--- config.mk ---
export PLATFORM = sky130hd
export DESIGN_NAME = lcd_char_controller
export DESIGN_NICKNAME = d
export VERILOG_FILES = /design/src/rtl/lcd_pkg.sv /design/src/rtl/lcd_char_ram.sv /design/src/rtl/lcd_char_controller.sv
export SDC_FILE = /design/constraint.sdc
export NUM_CORES = 1
export LEC_CHECK = 0
export ABC_CLOCK_PERIOD_IN_PS = 9000
export CELL_PAD_IN_SITES_DETAIL_PLACEMENT = 2
export CELL_PAD_IN_SITES_GLOBAL_PLACEMENT = 2
export CORE_UTILIZATION = 50
export CTS_CLUSTER_DIAMETER = 40
export DETAILED_ROUTE_END_ITERATION = 6
export DONT_BUFFER_PORTS = 1
export PLACE_DENSITY_LB_ADDON = 0.2
export SYNTH_ARGS = -nofsm -noshare
export SYNTH_HDL_FRONTEND = slang
export SYNTH_HIERARCHICAL = 1
export SYNTH_SLANG_ARGS = --single-unit
--- constraint.sdc ---
create_clock -name iCLK_50MHZ -period 9 [get_ports iCLK_50MHZ]
set_input_delay 1.8 -clock iCLK_50MHZ [delete_from_list [all_inputs] [get_ports iCLK_50MHZ]]
set_output_delay 1.8 -clock iCLK_50MHZ [all_outputs]
set_load 0.01 [all_outputs]
--- src/rtl/lcd_pkg.sv ---
// Shared constants, init table and FSM state type for the HD44780 character-LCD driver.
package lcd_pkg;

    localparam logic [7:0] FUNC_SET  = 8'h38;
    localparam logic [7:0] DISP_OFF  = 8'h08;
    localparam logic [7:0] CLEAR     = 8'h01;
    localparam logic [7:0] DISP_ON   = 8'h0C;
    localparam logic [7:0] ENTRY     = 8'h06;
    localparam logic [7:0] SET_DDRAM = 8'h80;
    localparam logic [6:0] ROW1_OFF  = 7'h40;
    localparam logic [7:0] BLANK     = 8'h20;

    typedef enum logic [2:0] {
        StClrBuf,
        StInitCmd,
        StRowAddr,
        StChar,
        StDrop,
        StHold
    } lcd_state_e;

    // Four function-set writes force 8-bit mode regardless of the panel's prior state.
    function automatic logic [7:0] init_cmd(input logic [2:0] idx);
        logic [7:0] cmd;
        cmd = FUNC_SET;
        unique case (idx)
            3'd0, 3'd1, 3'd2, 3'd3: cmd = FUNC_SET;
            3'd4:                   cmd = DISP_OFF;
            3'd5:                   cmd = CLEAR;
            3'd6:                   cmd = DISP_ON;
            3'd7:                   cmd = ENTRY;
            default:                cmd = FUNC_SET;
        endcase
        return cmd;
    endfunction

    function automatic logic [7:0] hex_ascii(input logic [3:0] n);
        return (n <= 4'd9) ? {4'h3, n} : 8'h41 + {4'h0, n} - 8'd10;
    endfunction

    // Rows 2 and 3 continue rows 0 and 1 in DDRAM on 4-line panels.
    function automatic logic [6:0] row_offset(input logic [1:0] row, input int unsigned cols);
        logic [6:0] off;
        off = 7'h00;
        unique case (row)
            2'd0:    off = 7'h00;
            2'd1:    off = ROW1_OFF;
            2'd2:    off = 7'(cols);
            2'd3:    off = ROW1_OFF + 7'(cols);
            default: off = 7'h00;
        endcase
        return off;
    endfunction

endpackage

--- src/rtl/lcd_char_ram.sv ---
// Simple dual-port character buffer: synchronous write, synchronous read-old-data.
module lcd_char_ram #(
    parameter int unsigned Depth = 32,
    parameter int unsigned AddrW = 5
) (
    input  logic             clk_i,
    input  logic             we_i,
    input  logic [AddrW-1:0] waddr_i,
    input  logic [7:0]       wdata_i,
    input  logic [AddrW-1:0] raddr_i,
    output logic [7:0]       rdata_o
);

    logic [7:0] mem_q [Depth];

    always_ff @(posedge clk_i) begin
        if (we_i) begin
            mem_q[waddr_i] <= wdata_i;
        end
        rdata_o <= mem_q[raddr_i];
    end

endmodule

--- src/rtl/lcd_char_controller.sv ---
// HD44780 character-LCD driver: clears a host-writable text buffer, runs the init
// sequence, then refreshes the panel continuously from the buffer.
module lcd_char_controller
    import lcd_pkg::*;
#(
    parameter int unsigned COLS     = 16,
    parameter int unsigned ROWS     = 2,
    parameter int unsigned TICK_DIV = 125000
) (
    input  logic                         iCLK_50MHZ,
    input  logic                         iRST_N,
    input  logic                         wr_valid,
    output logic                         wr_ready,
    input  logic [$clog2(ROWS*COLS)-1:0] wr_addr,
    input  logic [7:0]                   wr_data,
    input  logic                         wr_hex,
    output logic                         init_done,
    output logic                         frame_done,
    output logic                         LCD_RS,
    output logic                         LCD_E,
    output logic                         LCD_RW,
    inout  wire  [7:0]                   DATA_BUS
);

    localparam int unsigned CELLS = ROWS * COLS;
    localparam int unsigned AW    = $clog2(CELLS);
    localparam int unsigned CW    = $clog2(COLS);
    localparam int unsigned RW    = (ROWS > 1) ? $clog2(ROWS) : 1;
    localparam int unsigned TW    = (TICK_DIV > 1) ? $clog2(TICK_DIV) : 1;

    logic [TW-1:0] tick_cnt_q;
    logic          tick_en;

    lcd_state_e    state_q, next_q;
    logic [AW-1:0] clr_idx_q;
    logic [2:0]    init_idx_q;
    logic [RW-1:0] row_q;
    logic [CW-1:0] col_q;
    logic          frame_last_q;
    logic          lcd_e_q, lcd_rs_q, wr_ready_q, init_done_q, frame_done_q;
    logic [7:0]    bus_q;

    logic          ram_we;
    logic [AW-1:0] ram_waddr, rd_addr;
    logic [7:0]    ram_wdata, rd_data;
    logic          in_range, last_col, last_row;

    assign tick_en = (tick_cnt_q == TW'(TICK_DIV - 1));

    always_ff @(posedge iCLK_50MHZ or negedge iRST_N) begin
        if (!iRST_N) begin
            tick_cnt_q <= '0;
        end else if (tick_en) begin
            tick_cnt_q <= '0;
        end else begin
            tick_cnt_q <= tick_cnt_q + 1'b1;
        end
    end

    assign in_range = (32'(wr_addr) < CELLS);
    assign rd_addr  = AW'(32'(row_q) * COLS + 32'(col_q));
    assign last_col = (col_q == CW'(COLS - 1));
    assign last_row = (row_q == RW'(ROWS - 1));

    always_comb begin
        ram_we    = 1'b0;
        ram_waddr = wr_addr;
        ram_wdata = wr_hex ? hex_ascii(wr_data[3:0]) : wr_data;
        if (state_q == StClrBuf) begin
            ram_we    = 1'b1;
            ram_waddr = clr_idx_q;
            ram_wdata = BLANK;
        end else if (wr_valid && wr_ready_q && in_range) begin
            ram_we = 1'b1;
        end
    end

    lcd_char_ram #(
        .Depth (CELLS),
        .AddrW (AW)
    ) u_ram (
        .clk_i   (iCLK_50MHZ),
        .we_i    (ram_we),
        .waddr_i (ram_waddr),
        .wdata_i (ram_wdata),
        .raddr_i (rd_addr),
        .rdata_o (rd_data)
    );

    // SEND states raise E and load the bus; DROP and HOLD are shared, HOLD resumes next_q.
    always_ff @(posedge iCLK_50MHZ or negedge iRST_N) begin
        if (!iRST_N) begin
            state_q      <= StClrBuf;
            next_q       <= StInitCmd;
            clr_idx_q    <= '0;
            init_idx_q   <= '0;
            row_q        <= '0;
            col_q        <= '0;
            frame_last_q <= 1'b0;
            lcd_e_q      <= 1'b0;
            lcd_rs_q     <= 1'b0;
            bus_q        <= 8'h00;
            wr_ready_q   <= 1'b0;
            init_done_q  <= 1'b0;
            frame_done_q <= 1'b0;
        end else begin
            frame_done_q <= 1'b0;
            if (state_q == StClrBuf) begin
                clr_idx_q <= clr_idx_q + 1'b1;
                if (clr_idx_q == AW'(CELLS - 1)) begin
                    wr_ready_q <= 1'b1;
                    state_q    <= StInitCmd;
                end
            end else if (tick_en) begin
                unique case (state_q)
                    StInitCmd: begin
                        lcd_e_q    <= 1'b1;
                        lcd_rs_q   <= 1'b0;
                        bus_q      <= init_cmd(init_idx_q);
                        init_idx_q <= init_idx_q + 1'b1;
                        next_q     <= (init_idx_q == 3'd7) ? StRowAddr : StInitCmd;
                        state_q    <= StDrop;
                    end
                    StRowAddr: begin
                        lcd_e_q  <= 1'b1;
                        lcd_rs_q <= 1'b0;
                        bus_q    <= SET_DDRAM | {1'b0, row_offset(2'(row_q), COLS)};
                        col_q    <= '0;
                        next_q   <= StChar;
                        state_q  <= StDrop;
                    end
                    StChar: begin
                        lcd_e_q  <= 1'b1;
                        lcd_rs_q <= 1'b1;
                        bus_q    <= rd_data;
                        state_q  <= StDrop;
                        if (last_col) begin
                            col_q        <= '0;
                            row_q        <= last_row ? '0 : row_q + 1'b1;
                            frame_last_q <= last_row;
                            next_q       <= StRowAddr;
                        end else begin
                            col_q  <= col_q + 1'b1;
                            next_q <= StChar;
                        end
                    end
                    StDrop: begin
                        lcd_e_q <= 1'b0;
                        state_q <= StHold;
                    end
                    StHold: begin
                        if (next_q == StRowAddr) begin
                            init_done_q <= 1'b1;
                        end
                        frame_done_q <= frame_last_q;
                        frame_last_q <= 1'b0;
                        state_q      <= next_q;
                    end
                    default: state_q <= StClrBuf;
                endcase
            end
        end
    end

    assign wr_ready   = wr_ready_q;
    assign init_done  = init_done_q;
    assign frame_done = frame_done_q;
    assign LCD_E      = lcd_e_q;
    assign LCD_RS     = lcd_rs_q;
    assign LCD_RW     = 1'b0;
    assign DATA_BUS   = LCD_RW ? 8'hzz : bus_q;

endmodule

==> metrics, run 1 <==
area share of the leading cell type in the synthesized netlist 0.608; critical path fanouts, max 17; Syn-to-layout area delta 13.9%; initial antenna violation count 0; placement row count 57; number of antenna cells inserted 0; final-stage net count 724; achievable frequency 0.258 GHz; Syn Std Cell Area 12,600 µm²; number of optimization iterations in the first detailed-route pass 5; total nets after synthesis 701; hold violation total from the final report 0; leading post-synthesis cells by instance count edfxtp_1 (256), mux4_2 (80), nor2_1 (55); total power after layout 3.29 mW; maximum number of pins on one net before global-route repair 71; worst min path class reg2reg; flip-flop cell with the highest count after synthesis edfxtp_1; arrival time of the worst setup path 4010 ps; critical path, cell by cell nor3_2 > nand2_1 > nand2_1 > nand3b_1 > nor2_1; height of the die 161 µm; CP required 9130 ps; later-pin clock latency in the skew report 520 ps; Post-Layout Cell Count 1,055; static leakage 4.83 nW; fraction of the cycle the final worst path needs 0.430; width of the die 161 µm; Post-DP Area 13,000 µm²; vias 6,672; fraction of synthesis flops using an asynchronous set or reset pin 0.157; post-CTS clock slew at the launch and capture registers of the worst setup and hold paths 60 ps; hold buffer count at cts 0; post-synth cell types 57; mean routed wirelength per cell 30.5 µm; Mapped Avg Cell Area 18.7 µm²; final total negative setup slack 0 ps; cell area power density 228 nW/µm²; final period demand of the worst path 3870 ps; detailed-route DRC error count 0; final setup violating endpoints 0; number of maximum-capacitance constraint violations 0; status completed; GRT Util Overall 0.259; Routed Antenna Nets 0; number of vias per cell after detailed routing 6.32; count of yosys warnings during synthesis 6; kind of start point of the critical path register; buffer levels on the longest clock path 3; register bit count reported by yosys 313; layout cell share with drive strength beyond 1 0.261; Congestion Overflow GR 0; number of global-route vias before repair 7,252; CTS tree yes; initial standard-cell utilization of the core 0.515; Worst Max-Slew Pin Slew 1340 ps; RSZ-0062 raised after global routing no; global routing usage on met1 0.350; worst setup skew after layout 13.0 ps; Inserted Clock Buffers 43; final cell area excluding filler cells 14,400 µm²; # fillers 2,011; Top Ports 31; area of the core 24,500 µm²; Global Route met2 Usage 0.429; Buffers & Inverters on Critical Path 0; fin. max-slew vios 0; cell type group with the largest total delay on the critical path simple AND/OR/NAND/NOR gates; cells after synthesis 675; starting DRC count in detailed routing 512; most area-consuming cells after synthesis edfxtp_1 (61%), mux4_2 (14%), dfrtp_1 (9.5%); most numerous cell on the critical path nand2_1; leading area contributor after synthesis edfxtp_1; Worst VDD drop 0.172 mV; H-tree depth reported by CTS 2; Most Crowded Layer GR met2; kind of end point of the critical path register; standard cell with the maximum stage delay on the critical path nor2_1; # clock sinks 313; max incr delay on CP 1060 ps; crit path kind reg2reg; met3 Track Usage GR 0.0540; wire length of the first global-routing pass 48,200 µm; GPL Wtd Cong 0.832; Die ar. 25,900 µm²; number of flops mapped to enable cells by yosys 256; setup bufs post-CTS 0; drt total wl 32,200 µm; Port Buffers 0; number of gates given a new drive strength after cts 0; share of the yosys chip area belonging to registers 0.718; DP HPWL 19,800 µm; worst slack on hold paths 464 ps; buffer cell driving the clock tree root clkbuf_16; cell with the most instances after synthesis edfxtp_1; Placed Cells incl. Taps 976; worst relative slew slack 0.108
[cells by family after synthesis]
family,share of synthesized area
flip-flops,0.718
adder cells (fa/ha/maj),0.00891
AND/OR/NAND/NOR,0.0665
XOR/XNOR,0.0153
buffers and inverters,0.0139
AO/OA/AOI/OAI,0.0221
multiplexers,0.155
other,0.000297
[per-stage QoR]
| step | utilization | setup slack (ps) |
|---|---|---|
| 2_1_floorplan | - | 4740 |
| 3_3_place_gp | 0.529 | 5160 |
| 3_5_place_dp | 0.529 | 4850 |
| 4_1_cts | 0.586 | 5190 |
| 5_1_grt | 0.587 | 4990 |
| 6_report | 0.587 | 5130 |
[worst paths after layout]
check	startpoint	end	slack [ps]	cells past startpoint
max	state_q[0]$_DFFE_PN0P_	u_ram/mem_q[13][4]$_DFFE_PP_	5130	5
min in group asynchronous	iRST_N	DATA_BUS[2]$_DFFE_PN0P_	970	0
min	tick_cnt_q[0]$_DFF_PN0_	tick_cnt_q[0]$_DFF_PN0_	460	1
min reg2reg	tick_cnt_q[0]$_DFF_PN0_	tick_cnt_q[0]$_DFF_PN0_	460	1
max in group asynchronous	iRST_N	next_q[0]$_DFFE_PN1P_	7840	0
max reg2reg	state_q[0]$_DFFE_PN0P_	u_ram/mem_q[13][4]$_DFFE_PP_	5130	5
[placed cells by master (no fill, tap or decap), types with 3 or more instances in the layout]
cell and instances:
and3_1 3, xnor2_1 15, dfxtp_1 8, or3b_2 3, a221o_1 4, mux2_2 12, nand4_1 7, xor2_1 7
nand3_1 10, clkinv_2 5, mux4_2 80, inv_1 7, nor3_1 5, nand2_1 42, clkinvlp_4 3, clkinv_4 5
a21oi_1 5, nor2_1 53, clkbuf_1 4, a21o_1 6, inv_6 9, ha_1 9, nor4_1 6, dfrtp_1 46
nand3b_1 7, inv_8 3, buf_4 6, edfxtp_1 256, o21ai_0 8, clkbuf_16 44
[routing by layer]
| layer | vias up | wire (µm) |
|---|---|---|
| met5 | - | 0 |
| met4 | 0 | 781 |
| met3 | 55 | 1750 |
| met2 | 224 | 16100 |
| met1 | 3650 | 13600 |
| li1 | 2743 | - |
[power breakdown]
part / internal [mW] / switching (mW)
Sequential: 1.59 / 0.00290
Clock: 0.976 / 0.661
Combinational: 0.00962 / 0.0501
[registers in the layout (all words and copies together) (netlist names)]
name and count:
next_q 2, last_row 1, u_ram/rdata_o 8, state_q 3
init_done 1, init_idx_q 3, DATA_BUS 8, LCD_RS 1
LCD_E 1, frame_done 1, col_q 4, wr_ready 1
tick_cnt_q 17, u_ram/mem_q 256, clr_idx_q 5, frame_last_q 1
[cell type report]
class	instances	area [µm²]	area share
Clock buffer	48	1120	0.0776
Clock inverter	30	288	0.0200
Inverter	7	26.3	0.00183
Multi-Input combinational cell	326	3420	0.237
Sequential cell	313	9080	0.631
Tap cell	324	405	0.0282
Timing Repair Buffer	7	60.1	0.00417
(Power assumes the default switching activity.)
==> inputs of run 2 (changes only) <==
- ABC_CLOCK_PERIOD_IN_PS: 9000 -> 4100
- CORE_UTILIZATION: 50 -> 49
- clock period: 9 -> 4.1 ns (I/O delays scaled with it)
==> metrics, run 2 (synthesis results as in run 1) <==
vias 6,626; max incr delay on CP 1020 ps; detailed-route DRC error count 0; final period demand of the worst path 3430 ps; static leakage 4.83 nW; Largest regs u_ram/mem_q x256, tick_cnt_q x17; Congestion Overflow GR 0; hold violation total from the final report 0; GRT Util Overall 0.269; critical path, cell by cell or3_1 > nand2_1 > nand3_1 > nor2_1; Placed Cells incl. Taps 988; status completed; Worst Max-Slew Pin Slew 1140 ps; drt total wl 33,300 µm; buffer levels on the longest clock path 3; CP required 4240 ps; Routed Antenna Nets 0; number of antenna cells inserted 0; initial antenna violation count 0; number of maximum-capacitance constraint violations 0; starting DRC count in detailed routing 574; number of global-route vias before repair 7,214; GPL Wtd Cong 0.821; cell type group with the largest total delay on the critical path simple AND/OR/NAND/NOR gates; Inserted Clock Buffers 41; wire length of the first global-routing pass 50,300 µm; Buffers & Inverters on Critical Path 0; Port Buffers 0; maximum number of pins on one net before global-route repair 49; CTS tree yes; kind of start point of the critical path register; number of flip-flops in the largest register 256; buffer cell driving the clock tree root clkbuf_16; Die ar. 26,400 µm²; RSZ-0062 raised after global routing no; placement row count 58; height of the die 163 µm; number of gates given a new drive strength after cts 0; setup bufs post-CTS 0; number of optimization iterations in the first detailed-route pass 5; later-pin clock latency in the skew report 530 ps; most common cell after layout, fill and taps aside edfxtp_1; width of the die 163 µm; Post-Layout Cell Count 1,064; H-tree depth reported by CTS 2; worst relative slew slack 0.238; # clock sinks 313; crit path kind reg2reg; cell area power density 494 nW/µm²; achievable frequency 0.291 GHz; layout cell share with drive strength beyond 1 0.259; Syn-to-layout area delta 14.1%; post-CTS clock slew at the launch and capture registers of the worst setup and hold paths 60 ps; total power after layout 7.12 mW; kind of end point of the critical path register; worst setup path startpoint state_q[0]$_DFFE_PN0P_; initial standard-cell utilization of the core 0.500; arrival time of the worst setup path 3580 ps; fin. max-slew vios 0; standard cell with the maximum stage delay on the critical path nor2_1; Worst VDD drop 0.413 mV; DP HPWL 21,100 µm; worst setup skew after layout 20.3 ps; commonest cells after routing, fill and taps aside edfxtp_1 (256), mux4_2 (80), nor2_1 (53); final-stage net count 728; worst min path class in2async; Critical R2R Launch state_q[0]$_DFFE_PN0P_; number of vias per cell after detailed routing 6.23; critical path fanouts, max 17; area of the core 25,300 µm²; fraction of the cycle the final worst path needs 0.837; final setup violating endpoints 0; mean routed wirelength per cell 31.3 µm; Top Ports 31; most flop-heavy register u_ram/mem_q; final total negative setup slack 0 ps
==> run 2: cell count changes in the layout (fill, tap and decap cells not counted), moves of 2 or more <==
| cell | delta |
|---|---|
| buf_12 | +2 |
| buf_4 | +4 |
| clkbuf_1 | -2 |
| clkinv_1 | +6 |
| clkinv_2 | -2 |
| inv_6 | -2 |
==> run 2: layout make-up <==
| class | instances | area, µm² |
|---|---|---|
| fillers | 2103 | 10800 |
| flip-flops and latches | 313 | 9080 |
| multi-input cells | 326 | 3420 |
| clock buffers | 45 | 1080 |
| well taps | 330 | 413 |
| clock inverters | 30 | 254 |
| repair buffers | 13 | 143 |
| inverters | 7 | 26.3 |
==> run 2: worst reg2reg max path, stage by stage, from the launching register on <==
cell	delay [ps]
dfrtp_1	560
or3_1	660
nand2_1	250
nand3_1	550
nor2_1	1020
==> run 2: worst paths after layout <==
| path | depth (start not counted) | slack (ps) | endpoint |
|---|---|---|---|
| max | 4 | 670 | u_ram/mem_q[11][1]$_DFFE_PP_ |
| min | 0 | 130 | next_q[0]$_DFFE_PN1P_ |
| max reg2reg | 4 | 670 | u_ram/mem_q[11][1]$_DFFE_PP_ |
| min reg2reg | 1 | 490 | tick_cnt_q[0]$_DFF_PN0_ |
| max in group asynchronous | 1 | 3730 | col_q[0]$_DFFE_PN0P_ |
| min in group iCLK_50MHZ | 1 | 410 | DATA_BUS[2]$_DFFE_PN0P_ |
==> run 2: layer usage <==
metal  vias to the layer above  global-route usage  share of wire
met3                        45              0.0415          0.051
met4                         0              0.0714          0.021
met2                       214               0.443           0.50
li1                       2756                   -              -
met5                         -                   0              0
met1                      3611               0.377           0.43
==> run 2: stage by stage <==
step	setup WS [ps]	utilization	hold slack, ps	instance area (µm²)
after floorplan	818	-	433	12600
after global placement	1050	0.517	449	13100
after detailed placement	769	0.517	473	13100
after CTS	682	0.571	109	14400
after global routing	508	0.571	107	14400
final	668	0.571	126	14400
==> run 2: timing repair <==
| action | CTS | global route |
|---|---|---|
| hold endpoints to repair | 48 | 0 |
| hold buffers | 1 | 0 |
| endpoints found under the setup margin | 0 | 0 |
==> run 2: where the power goes <==
group	internal, mW	switching (mW)
registers	3.48	0.00669
logic	0.0258	0.127
clock network	2.07	1.41
